===== src/rtl/cmp_pkg.sv =====
// Shared types for the branch/SLT comparison arbiter: funct3 encodings, response record, port count.
package cmp_pkg;

  localparam int NUM_REQ = 2;

  typedef enum logic [2:0] {
    CMP_EQ  = 3'b000,
    CMP_NE  = 3'b001,
    CMP_LT  = 3'b100,
    CMP_GE  = 3'b101,
    CMP_LTU = 3'b110,
    CMP_GEU = 3'b111
  } cmp_op_e;

  typedef struct packed {
    logic port;
    logic result;
    logic less;
    logic equal;
    logic err;
  } cmp_rsp_t;

  typedef enum logic {
    ST_EMPTY = 1'b0,
    ST_FULL  = 1'b1
  } rsp_state_e;

endpackage


===== src/rtl/cmp_core.sv =====
// Combinational N-bit signed/unsigned compare; zero latency, no flow control.
module cmp_core
  import cmp_pkg::*;
#(
  parameter int N = 32
) (
  input  logic [2:0]   op_i,
  input  logic [N-1:0] rs1_i,
  input  logic [N-1:0] rs2_i,
  output logic         result_o,
  output logic         less_o,
  output logic         equal_o,
  output logic         err_o
);

  logic [N:0] a_ext, b_ext, diff;
  logic       lt, eq;

  always_comb begin
    // One extra bit makes the borrow of rs1-rs2 the less-than flag for both signednesses.
    a_ext = {(~op_i[1] & rs1_i[N-1]), rs1_i};
    b_ext = {(~op_i[1] & rs2_i[N-1]), rs2_i};
    diff  = a_ext - b_ext;
    lt    = diff[N];
    eq    = (rs1_i == rs2_i);

    result_o = 1'b0;
    less_o   = lt;
    equal_o  = eq;
    err_o    = 1'b0;
    unique case (op_i)
      CMP_EQ:           result_o = eq;
      CMP_NE:           result_o = ~eq;
      CMP_LT, CMP_LTU:  result_o = lt;
      CMP_GE, CMP_GEU:  result_o = ~lt;
      default: begin
        less_o  = 1'b0;
        equal_o = 1'b0;
        err_o   = 1'b1;
      end
    endcase
  end

endmodule


===== src/rtl/cmp_arbiter.sv =====
// Round-robin shared compare stage for branch (port 0) and SLT (port 1); one-cycle latency.
// Single-entry response buffer: accepts while empty or draining, flush drops the entry and blocks accept.
module cmp_arbiter
  import cmp_pkg::*;
#(
  parameter int N = 32
) (
  input  logic                   clk_i,
  input  logic                   rst_i,
  input  logic                   flush_i,
  input  logic [NUM_REQ-1:0]     req_valid_i,
  output logic [NUM_REQ-1:0]     req_ready_o,
  input  logic [3*NUM_REQ-1:0]   req_op_i,
  input  logic [N*NUM_REQ-1:0]   req_rs1_i,
  input  logic [N*NUM_REQ-1:0]   req_rs2_i,
  output logic                   rsp_valid_o,
  input  logic                   rsp_ready_i,
  output logic                   rsp_port_o,
  output logic                   rsp_result_o,
  output logic                   rsp_less_o,
  output logic                   rsp_equal_o,
  output logic                   rsp_err_o
);

  rsp_state_e state_q, state_d;
  cmp_rsp_t   rsp_q, rsp_d;
  logic       rr_last_q, rr_last_d;

  logic       cand, slot_free, accept;
  logic [2:0] sel_op;
  logic [N-1:0] sel_rs1, sel_rs2;
  logic       c_result, c_less, c_equal, c_err;

  always_comb begin
    unique case (req_valid_i)
      2'b01:   cand = 1'b0;
      2'b10:   cand = 1'b1;
      2'b11:   cand = ~rr_last_q;
      default: cand = 1'b0;
    endcase

    sel_op  = cand ? req_op_i[5:3]         : req_op_i[2:0];
    sel_rs1 = cand ? req_rs1_i[2*N-1:N]    : req_rs1_i[N-1:0];
    sel_rs2 = cand ? req_rs2_i[2*N-1:N]    : req_rs2_i[N-1:0];

    slot_free   = (state_q == ST_EMPTY) | rsp_ready_i;
    req_ready_o = {cand, ~cand} & req_valid_i & {NUM_REQ{slot_free & ~flush_i}};
    accept      = |req_ready_o;
  end

  cmp_core #(.N(N)) u_core (
    .op_i     (sel_op),
    .rs1_i    (sel_rs1),
    .rs2_i    (sel_rs2),
    .result_o (c_result),
    .less_o   (c_less),
    .equal_o  (c_equal),
    .err_o    (c_err)
  );

  // Flush outranks both accept and drain; the arbitration pointer survives a flush.
  always_comb begin
    state_d   = state_q;
    rsp_d     = rsp_q;
    rr_last_d = rr_last_q;
    if (flush_i) begin
      state_d = ST_EMPTY;
    end else if (accept) begin
      state_d   = ST_FULL;
      rsp_d     = '{port: cand, result: c_result, less: c_less, equal: c_equal, err: c_err};
      rr_last_d = cand;
    end else if (rsp_ready_i) begin
      state_d = ST_EMPTY;
    end
  end

  always_ff @(posedge clk_i or posedge rst_i) begin
    if (rst_i) begin
      state_q   <= ST_EMPTY;
      rsp_q     <= '0;
      rr_last_q <= 1'b1;
    end else begin
      state_q   <= state_d;
      rsp_q     <= rsp_d;
      rr_last_q <= rr_last_d;
    end
  end

  assign rsp_valid_o  = (state_q == ST_FULL);
  assign rsp_port_o   = rsp_q.port;
  assign rsp_result_o = rsp_q.result;
  assign rsp_less_o   = rsp_q.less;
  assign rsp_equal_o  = rsp_q.equal;
  assign rsp_err_o    = rsp_q.err;

endmodule


===== config.mk =====
export PLATFORM = sky130hd
export DESIGN_NAME = cmp_arbiter
export DESIGN_NICKNAME = d
export VERILOG_FILES = /design/src/rtl/cmp_pkg.sv /design/src/rtl/cmp_core.sv /design/src/rtl/cmp_arbiter.sv
export SDC_FILE = /design/constraint.sdc
export NUM_CORES = 1
export LEC_CHECK = 0
export CAP_MARGIN = 30
export CORE_ASPECT_RATIO = 0.7
export CORE_UTILIZATION = 34
export DETAILED_ROUTE_END_ITERATION = 10
export PLACE_DENSITY = 0.86
export SLEW_MARGIN = 10
export SYNTH_ARGS = -nofsm -noshare
export SYNTH_HDL_FRONTEND = slang
export SYNTH_SLANG_ARGS = --single-unit

===== constraint.sdc =====
create_clock -name clk_i -period 3.5 [get_ports clk_i]
set_clock_uncertainty 0.05 [all_clocks]
set_input_delay 0.525 -clock clk_i [delete_from_list [all_inputs] [get_ports clk_i]]
set_output_delay 0.525 -clock clk_i [all_outputs]
set_load 0.1 [all_outputs]

=== After elaboration in Yosys (flattened, before gate mapping) ===
Cells that the tools add are included.

* Latch bits: 0
* Word-level logic and storage cells: 47
* RAM bits: 0
* Memories: 0
* Flip-flop bits (word level): 7
* Memory bits (read-only): 0
* Output and inout port bits: 8

* Add/subtract/negate cells: 1
* Divide/modulo/power cells: 0
* Magnitude comparators: 0
* Shift operators: 0
* Eq/ne operators: 8
* Multiplexer cells: 11
* Reduce and logical (&&, ||, !) cells: 7
* Bitwise gates (word level): 13
* Multipliers: 0

{| class="wikitable"
|+ Operators with widths
! operator !! number
|-
| 32-bit two-way mux || 2
|-
| 33-bit subtractor || 1
|-
| 32-bit == test || 1
|-
| 3-bit == test (second input constant) || 4
|-
| 1-bit inverter || 7
|-
| 1-bit two-way mux || 6
|-
| 2-bit OR reduction || 3
|-
| 6-bit OR reduction || 1
|-
| 2-bit bitwise AND || 2
|-
| 2-bit == test (second input constant) || 2
|-
| 1-bit case mux with 4 select lines || 1
|-
| 1-bit bitwise AND || 3
|-
| 3-bit by 1-bit == test with 1-bit output (second input constant) || 1
|-
| 3-bit zero test || 1
|-
| 3-bit two-way mux || 1
|-
| 3-bit nonzero test || 1
|-
| 1-bit case mux with 2 select lines || 1
|-
| 2-bit AND reduction || 1
|-
| 1-bit bitwise OR || 1
|}

=== Logic depth before layout (Yosys ltp) ===
Gate-level depths: netlist of the first run.

* Depth in word-level cells: 8
* Mapped depth: 13
* Gate-level depth less buffers: 10

=== By module ===
Synthesis of the first run repeated with hierarchy kept, for this count alone.

* Cell total of the unflattened synthesis: 226
* Area, all modules: 2088.3 µm²

{| class="wikitable"
|+ Modules (own cells, without submodules)
! module !! times used !! sequential area each (µm²) !! area an instance (µm²) !! cells each
|-
| cmp_arbiter || 1 || 176.4 || 1172.4 || 100
|-
| cmp_core || 1 || 0.0 || 915.9 || 126
|}

=== Worst setup path after synthesis of the first run ===
No wires, ideal clock.

* Path kind: in2out
* Start point: input req_valid_i[1]
* End point: output req_ready_o[0]
* Data arrival time: 2465 ps
* Buffers on the path: 3
* Slack: 460 ps
* Data required time: 2925 ps
* Stages on the path: 5
* Path through: a21boi_2 buf_6 buf_2 buf_2 nor2_1

* Cells in the longest elaborated chain, start to end: 5
* Elaborated cells on any way between the ends: 6
* Those cells by class: eq/ne: 2; mux: 1; bitwise: 3

{| class="wikitable"
|+ Ends and longest elaborated chain
! item !! RTL line !! text
|-
| start, declared || cmp_arbiter.sv:11 || <nowiki>input logic [NUM_REQ-1:0] req_valid_i,</nowiki>
|-
| 2-bit == test || cmp_arbiter.sv:35 || <nowiki>unique case (req_valid_i)</nowiki>
|-
| 1-bit case mux with 2 select lines (*) || cmp_arbiter.sv:35 ||
|-
| 1-bit inverter (*) || cmp_arbiter.sv:47 || <nowiki>req_ready_o = {cand, ~cand} & req_valid_i & {NUM_REQ{slot_free & ~flush_i}};</nowiki>
|-
| 2-bit bitwise AND (*) (2 in a row) || cmp_arbiter.sv:47 ||
|-
| end, declared || cmp_arbiter.sv:12 || <nowiki>output logic [NUM_REQ-1:0] req_ready_o,</nowiki>
|}

Mark *: on every way between the ends. The rest lies on a longest branch, timed or not.

=== Final worst setup path of the first run ===
* Start point: input req_valid_i[1]
* End point: register rsp_q, in the netlist rsp_result_o

* Cells in the longest elaborated chain, start to end: 8
* Elaborated cells on any way between the ends: 27
* Those cells by class: add/sub: 1; eq/ne: 8; mux: 5; bitwise: 8; reduce/logical: 5

{| class="wikitable"
|+ Ends and longest elaborated chain
! item !! RTL line !! text
|-
| 2-bit == test || cmp_arbiter.sv:35 ||
|-
| 1-bit case mux with 2 select lines || cmp_arbiter.sv:35 ||
|-
| 3-bit two-way mux || cmp_arbiter.sv:42 || <nowiki>sel_op = cand ? req_op_i[5:3] : req_op_i[2:0];</nowiki>
|-
| 1-bit inverter || cmp_core.sv:21, cmp_core.sv:22 ||
|-
| 1-bit bitwise AND (on tied branches) || cmp_core.sv:21, cmp_core.sv:22 ||
|-
| 33-bit subtractor || cmp_core.sv:23 || <nowiki>diff = a_ext - b_ext;</nowiki>
|-
| 1-bit inverter || cmp_core.sv:35 || <nowiki>CMP_GE, CMP_GEU: result_o = ~lt;</nowiki>
|-
| 1-bit case mux with 4 select lines || cmp_core.sv:31 || <nowiki>unique case (op_i)</nowiki>
|-
| end signal, assigned || cmp_arbiter.sv:84 || <nowiki>rsp_q <= rsp_d;</nowiki>
|-
| end, declared || cmp_arbiter.sv:26 || <nowiki>cmp_rsp_t rsp_q, rsp_d;</nowiki>
|}

Several ways; a longest one is shown, not always the timed one.
A chain may end at the register's enable or synchronous reset.

==> run metrics, run 1 <==
Worst path depth 12; Finish-stage setup viols 0; Final Core Density between 60% and 70%; Slew @ Worst Pin approximately 1 ns; CTS sink cnt 7; maximum vdd drop 0.1682 mV; fin. max-slew vios 0; Remaining Overflow, GRT 0; Leak Pwr around 1.5 nW; syn nets between 300 and 400; R2R depth 11; Vias around 2100; CP max stage delay about 0.50 ns; Initial Util a little over a third; CP Cell Sequence clkdlybuf4s50_1 > a21boi_4 > buf_12 > mux2_2 > ha_1 > nand4_1 > nor4_1 > nand2_1 > xnor2_1 > nor3_1 > a21oi_1 > o31ai_2; drt pass-1 iters 4; Crit. End Element register; CTS resizes 0; minimum clock period after layout 3.351 ns; result of the run finished, final reports clean; max_cap viols 0; setup TNS 0 ns; Final Worst Setup Slack about 0.15 ns; endpoints failing hold 0; final RePlAce weighted congestion roughly 0.77; Syn. warnings 0; via/cell ratio slightly below 5; die area 0.005803 mm^2; CP top delay family buffers and inverters; sequential share of power approximately 12%; Yosys top cell area share a little over a fifth; cell accounting for the most synthesized area ha_1; asr flop ratio synth 100.0%; internal reg-to-reg setup slack about 0.60 ns; library cells used by synthesis 40; RSZ-0062 raised after global routing no; Placed Cells ~420; Buf+Inv Stages, Crit Path 2; nets about 530; num rows 22; remaining antenna violation count 0; number of buffers added on ports about 150; post-cts hold buffer count 0; Root Buffer clkbuf_8; Worst Path Arrival approximately 3.4 ns; Bufs on Longest Clock Path 2; DRC Markers 0; most frequent cell after synthesis mux2i_1; Mapped Area around 0.0019 mm^2; total detailed-routing wirelength around 5.6 mm; number of DRC markers in iteration 0 33; top cells by area, synth ha_1, mux2_2, mux2i_1, dfrtp_1, a21oi_1; H-tree Lvls 1; register bit total from synthesis 7; Detailed Place HPWL approximately 5.1 mm; pin count of the biggest net entering global routing 35; wire length per cell roughly 13 um; buffers inserted by post-CTS timing repair 0; final cycle utilization of the critical path 95.74%; crit path launch type input pin; clk_lat worst skew ~0.23 ns; Top FF cell, synth dfrtp_1; core area around 0.0053 mm^2; Combinational Power Share 74.8%; non-filler cells, final 425; Req. time, crit path ~3.5 ns; I/O pin cnt approximately 150; sequential share of the synthesized area 9.438%; Sw Ratio between 40% and 50%; Post-Synthesis Cells 200; Pint 527.5 uW; power per cell area between 200 and 300 mW/mm^2; Worst-path clk slew roughly 0.040 ns; fmax 298.4 MHz; CTS buffer count 3; Total Routing Usage GR approximately a fifth; Avg Synthesized Cell Area 9.346 um^2; Post-synth EDFFs 0; CTS tree built; Horiz. Die Dim 90.63 um; initial antenna violation count 0; vias in the first global route around 2100; Synth top cells by count mux2i_1, ha_1, mux2_2; Die Ht 64.04 um; first-pass GRT wire length around 9.4 mm; ant diodes 0; worst hold path class register to register; Net Sw Power about 370 uW; layout cell share with drive strength beyond 1 between 15 and 20%; clock network power share between 10% and 20%; CP Max Fanout 34; CP Class input pin to register; Rel. slew slack ~34%; CP max stage cell clkdlybuf4s50_1; hold depth 1; Synth-to-Final Area Change 88.96%; worst slack at placement -0.1134 ns
==> worst paths after layout <==
kind,start,endpoint
min in group asynchronous,rst_i,rsp_err_o
hold reg to reg,rsp_port_o,rsp_port_o
setup / recovery,req_valid_i[1],rsp_result_o
max in group asynchronous,rst_i,rr_last_q
hold / removal,rsp_port_o,rsp_port_o
setup reg to reg,rr_last_q,rsp_result_o
==> power groups by stage <==
stage / clock network (mW) / logic, mW / registers [mW]
final: 0.117 / 0.675 / 0.110
after floorplan: 0 / 0.320 / 0.204
after global routing: 0.122 / 0.732 / 0.112
after detailed placement: 0 / 0.677 / 0.111
after global placement: 0 / 0.662 / 0.112
after CTS: 0.117 / 0.680 / 0.110
==> worst reg2reg max path, delay by kind of cell, from the launching register on <==
family | cells | cell delay (ns)
AO/OA/AOI/OAI | 3 | 0.51
adder cells (fa/ha/maj) | 1 | 0.32
XOR/XNOR | 1 | 0.17
flip-flops | 1 | 0.38
AND/OR/NAND/NOR | 4 | 0.71
multiplexers | 1 | 0.38
buffers and inverters | 1 | 0.24
==> layer usage <==
metal  wire length (um)  track usage (%)
met1               2445            25.02
met2               2779            35.32
met3                347            2.619
met4                 57            3.629
met5                  0                0
==> state kept, by name (all words and copies together), names as in the netlist <==
name	count
rr_last_q	1
rsp_equal_o	1
rsp_err_o	1
rsp_less_o	1
rsp_port_o	1
rsp_result_o	1
rsp_valid_o	1
==> stage by stage <==
stage | hold slack [ns] | total power [mW] | instance area, um^2
floorplan | 0.2777 | 0.5238 | 1869
global placement | 0.4124 | 0.7738 | 3487
detailed placement | 0.4177 | 0.7881 | 3487
CTS | 0.4264 | 0.9069 | 3532
global route | 0.4472 | 0.9660 | 3532
finish | 0.4228 | 0.9019 | 3532
==> cell type report <==
class / count / area (um^2)
fill: 404 / 1725
sequential: 7 / 176.4
inverter: 5 / 18.77
tap: 72 / 90.09
timing repair buffer: 157 / 1567
multi-input combinational: 180 / 1635
clock buffer: 4 / 45.04
==> layout by cell type, fill, tap and decap left out, drive strengths merged <==
master,n
a31oi,1
nor3,3
and2b,1
a21oi,19
o221ai,1
nor3b,1
nor2b,1
buf,12
o211ai,2
nand2,11
nor4,2
o21ai,7
nor2,5
a2111o,1
mux2,32
a21o,1
a311o,1
clkbuf,4
inv,5
nand4,8
xor2,2
dfstp,1
nand2b,1
dfrtp,6
a21boi,2
mux2i,34
clkdlybuf4s50,145
xnor2,4
and2,1
or3,1
nand3,3
a211oi,1
ha,32
o31ai,1
a221oi,1
==> logic make-up (layout without fill, tap and decap cells) <==
group,after synthesis,count (layout),synth area share [%]
XOR/XNOR,6,6,2.811
AND/OR/NAND/NOR,38,38,11.04
AO/OA/AOI/OAI,38,38,14.12
multiplexers,66,66,37.68
flip-flops,7,7,9.438
adder cells (fa/ha/maj),32,32,21.42
buffers and inverters,13,166,3.480
No activity file was read; power rests on OpenSTA's default activity.
==> run 2: changes to the inputs <==
--- a/config.mk
+++ b/config.mk
@@ -7,10 +7,11 @@
 export LEC_CHECK = 0
 export CAP_MARGIN = 30
 export CORE_ASPECT_RATIO = 0.7
+export CORE_MARGIN = 5
 export CORE_UTILIZATION = 34
 export DETAILED_ROUTE_END_ITERATION = 10
 export PLACE_DENSITY = 0.86
-export SLEW_MARGIN = 10
+export SLEW_MARGIN = 40
 export SYNTH_ARGS = -nofsm -noshare
 export SYNTH_HDL_FRONTEND = slang
 export SYNTH_SLANG_ARGS = --single-unit
==> run 2 against run 1 <==
First-iteration DRC count grew to 2.6 times the previous value. Non-clock buffer count is 4 higher. Combinational power is 2% higher. Utilization is 0.79 points higher. Critical path depth is 1 higher. Via count is 2.9% higher. Routed wire length is 18% higher. Power is 1.7% higher. Highest routed layer unchanged. Cell area is 1.7% higher. Die area is 22% higher.
==> run metrics, run 2 (synthesis results as in run 1) <==
Leak Pwr 1.499 nW; fin. max-slew vios 0; hold wc startpoint rsp_equal_o; Root Buffer clkbuf_8; CP Class input pin to register; Worst Path Arrival ~3.4 ns; Synth-to-Final Area Change 92.17%; nets 530; number of DRC markers in iteration 0 87; wire length per cell ~15 um; Req. time, crit path roughly 3.5 ns; Crit. End Element register; clk_lat worst skew between 0.2 and 0.25 ns; CP max stage delay about 0.53 ns; Initial Util a little over a third; Worst-path clk slew 0.04 ns; Die Ht about 72 um; commonest non-fill, non-tap cell in the layout clkdlybuf4s50_1; first-pass GRT wire length 10.16 mm; final RePlAce weighted congestion between 0.8 and 0.9; met1 usage a little over a fifth; Bufs on Longest Clock Path 2; Rel. slew slack between 60% and 70%; Detailed Place HPWL ~5.7 mm; DRC Markers 0; drt pass-1 iters 4; CTS tree built; worst hold path class register to register; Total Routing Usage GR 17.22%; vias in the first global route 2270; worst reg2reg startpoint rr_last_q; number of buffers added on ports 147; Tot Pwr a little over 900 uW; Buf+Inv Stages, Crit Path 3; Vias between 2000 and 2500; commonest non-fill, non-tap cells in the layout clkdlybuf4s50_1, mux2i_1, mux2_2, ha_1, a21oi_1; Remaining Overflow, GRT 0; initial antenna violation count 0; Final Worst Setup Slack 0.1400 ns; worst slack at placement -0.08766 ns; Horiz. Die Dim between 90 and 100 um; maximum vdd drop between 0.1 and 0.15 mV; core area roughly 0.0053 mm^2; reg-to-reg critical path endpoint rsp_result_o; non-filler cells, final 429; pin count of the biggest net entering global routing 33; ant diodes 0; Most Crowded Layer GR met2; met2 global-route usage between 30% and 40%; total detailed-routing wirelength between 6 and 7 mm; number of fillers in the final layout 443; internal reg-to-reg setup slack 0.64 ns; num rows 22; I/O pin cnt 148; power per cell area 255.4 mW/mm^2; hold depth 2; CP Cell Sequence clkdlybuf4s50_1 > a21boi_4 > buf_4 > clkbuf_16 > mux2_2 > ha_1 > nand4_1 > nor4_2 > nand2_1 > xnor2_1 > nor3_1 > a21oi_1 > o31ai_2; die area 0.007104 mm^2; CTS sink cnt 7; CP Max Fanout 15; hold path endpoint rsp_equal_o; minimum clock period after layout approximately 3.4 ns; Slew @ Worst Pin approximately 0.58 ns; CP max stage cell clkdlybuf4s50_1; crit path launch type input pin; CP top delay family buffers and inverters; endpoints failing hold 0; post-cts hold buffer count 0; met3 Use GR under 10%; H-tree Lvls 1; remaining antenna violation count 0; CTS buffer count 3; via/cell ratio around 5; Placed Cells 420; Finish-stage setup viols 0; fmax about 300 MHz; R2R depth 12; layout cell share with drive strength beyond 1 20.17%; max_cap viols 0; result of the run finished, final reports clean; final cycle utilization of the critical path roughly 96%
run 2: power breakdown:
group / switching [mW] / internal [mW] / total [mW]
clock: 0.0354 / 0.0788 / 0.114
sequential: 0.0123 / 0.0997 / 0.112
combinational: 0.337 / 0.354 / 0.691
total: 0.385 / 0.533 / 0.917
run 2: how the worst max path moves through the flow:
stage,startpoint,to,slack [ns],depth (start not counted)
2_1_floorplan,req_valid_i[1],req_ready_o[0],0.46,5
3_3_place_gp,req_valid_i[1],rsp_result_o,0.009,12
3_5_place_dp,req_valid_i[1],rsp_result_o,-0.09,12
4_1_cts,req_valid_i[1],rsp_result_o,0.13,12
5_1_grt,req_valid_i[1],rsp_result_o,-0.03,13
6_report,req_valid_i[1],rsp_result_o,0.14,13
run 2: through the flow:
step / utilization [%] / hold slack [ns] / TNS [ns] / cell area (um^2)
2_1_floorplan: - / 0.2777 / 0 / 1869
3_3_place_gp: 66.07 / 0.4140 / 0 / 3492
3_5_place_dp: 65.51 / 0.4228 / -0.1363 / 3462
4_1_cts: 66.36 / 0.4427 / 0 / 3507
5_1_grt: 67.97 / 0.4665 / -0.05161 / 3592
6_report: 67.97 / 0.4360 / 0 / 3592
run 2: cell type report:
type	count	area (um^2)	area share (%)
Sequential cell	7	176.4	4.911
Timing Repair Buffer	161	1614	44.93
Tap cell	72	90.09	2.508
Clock buffer	4	45.04	1.254
Inverter	5	18.77	0.5225
Multi-Input combinational cell	180	1648	45.87
run 2: what timing repair did:
| item | 4_1_cts | 5_1_grt |
|---|---|---|
| endpoints found under the setup margin | 0 | 1 |
| endpoints found under the hold margin | 0 | 0 |
| resized for setup | 0 | 2 |
| setup buffers | 0 | 3 |
run 2: metal layers:
layer	part of all wire, %	wire length (um)	vias up
met2	50	3278	78
li1	-	-	1080
met3	6.8	453	9
met1	42	2796	971
met5	0	0	-
met4	1.3	89	0
run 2: tightest hold or removal path, delay by kind of cell, from the launching register on:
family / cells / cell delay [ns]
AOI/OAI and AO/OA: 1 / 0.06
DFF: 1 / 0.33
and+or+nand+nor: 1 / 0.05
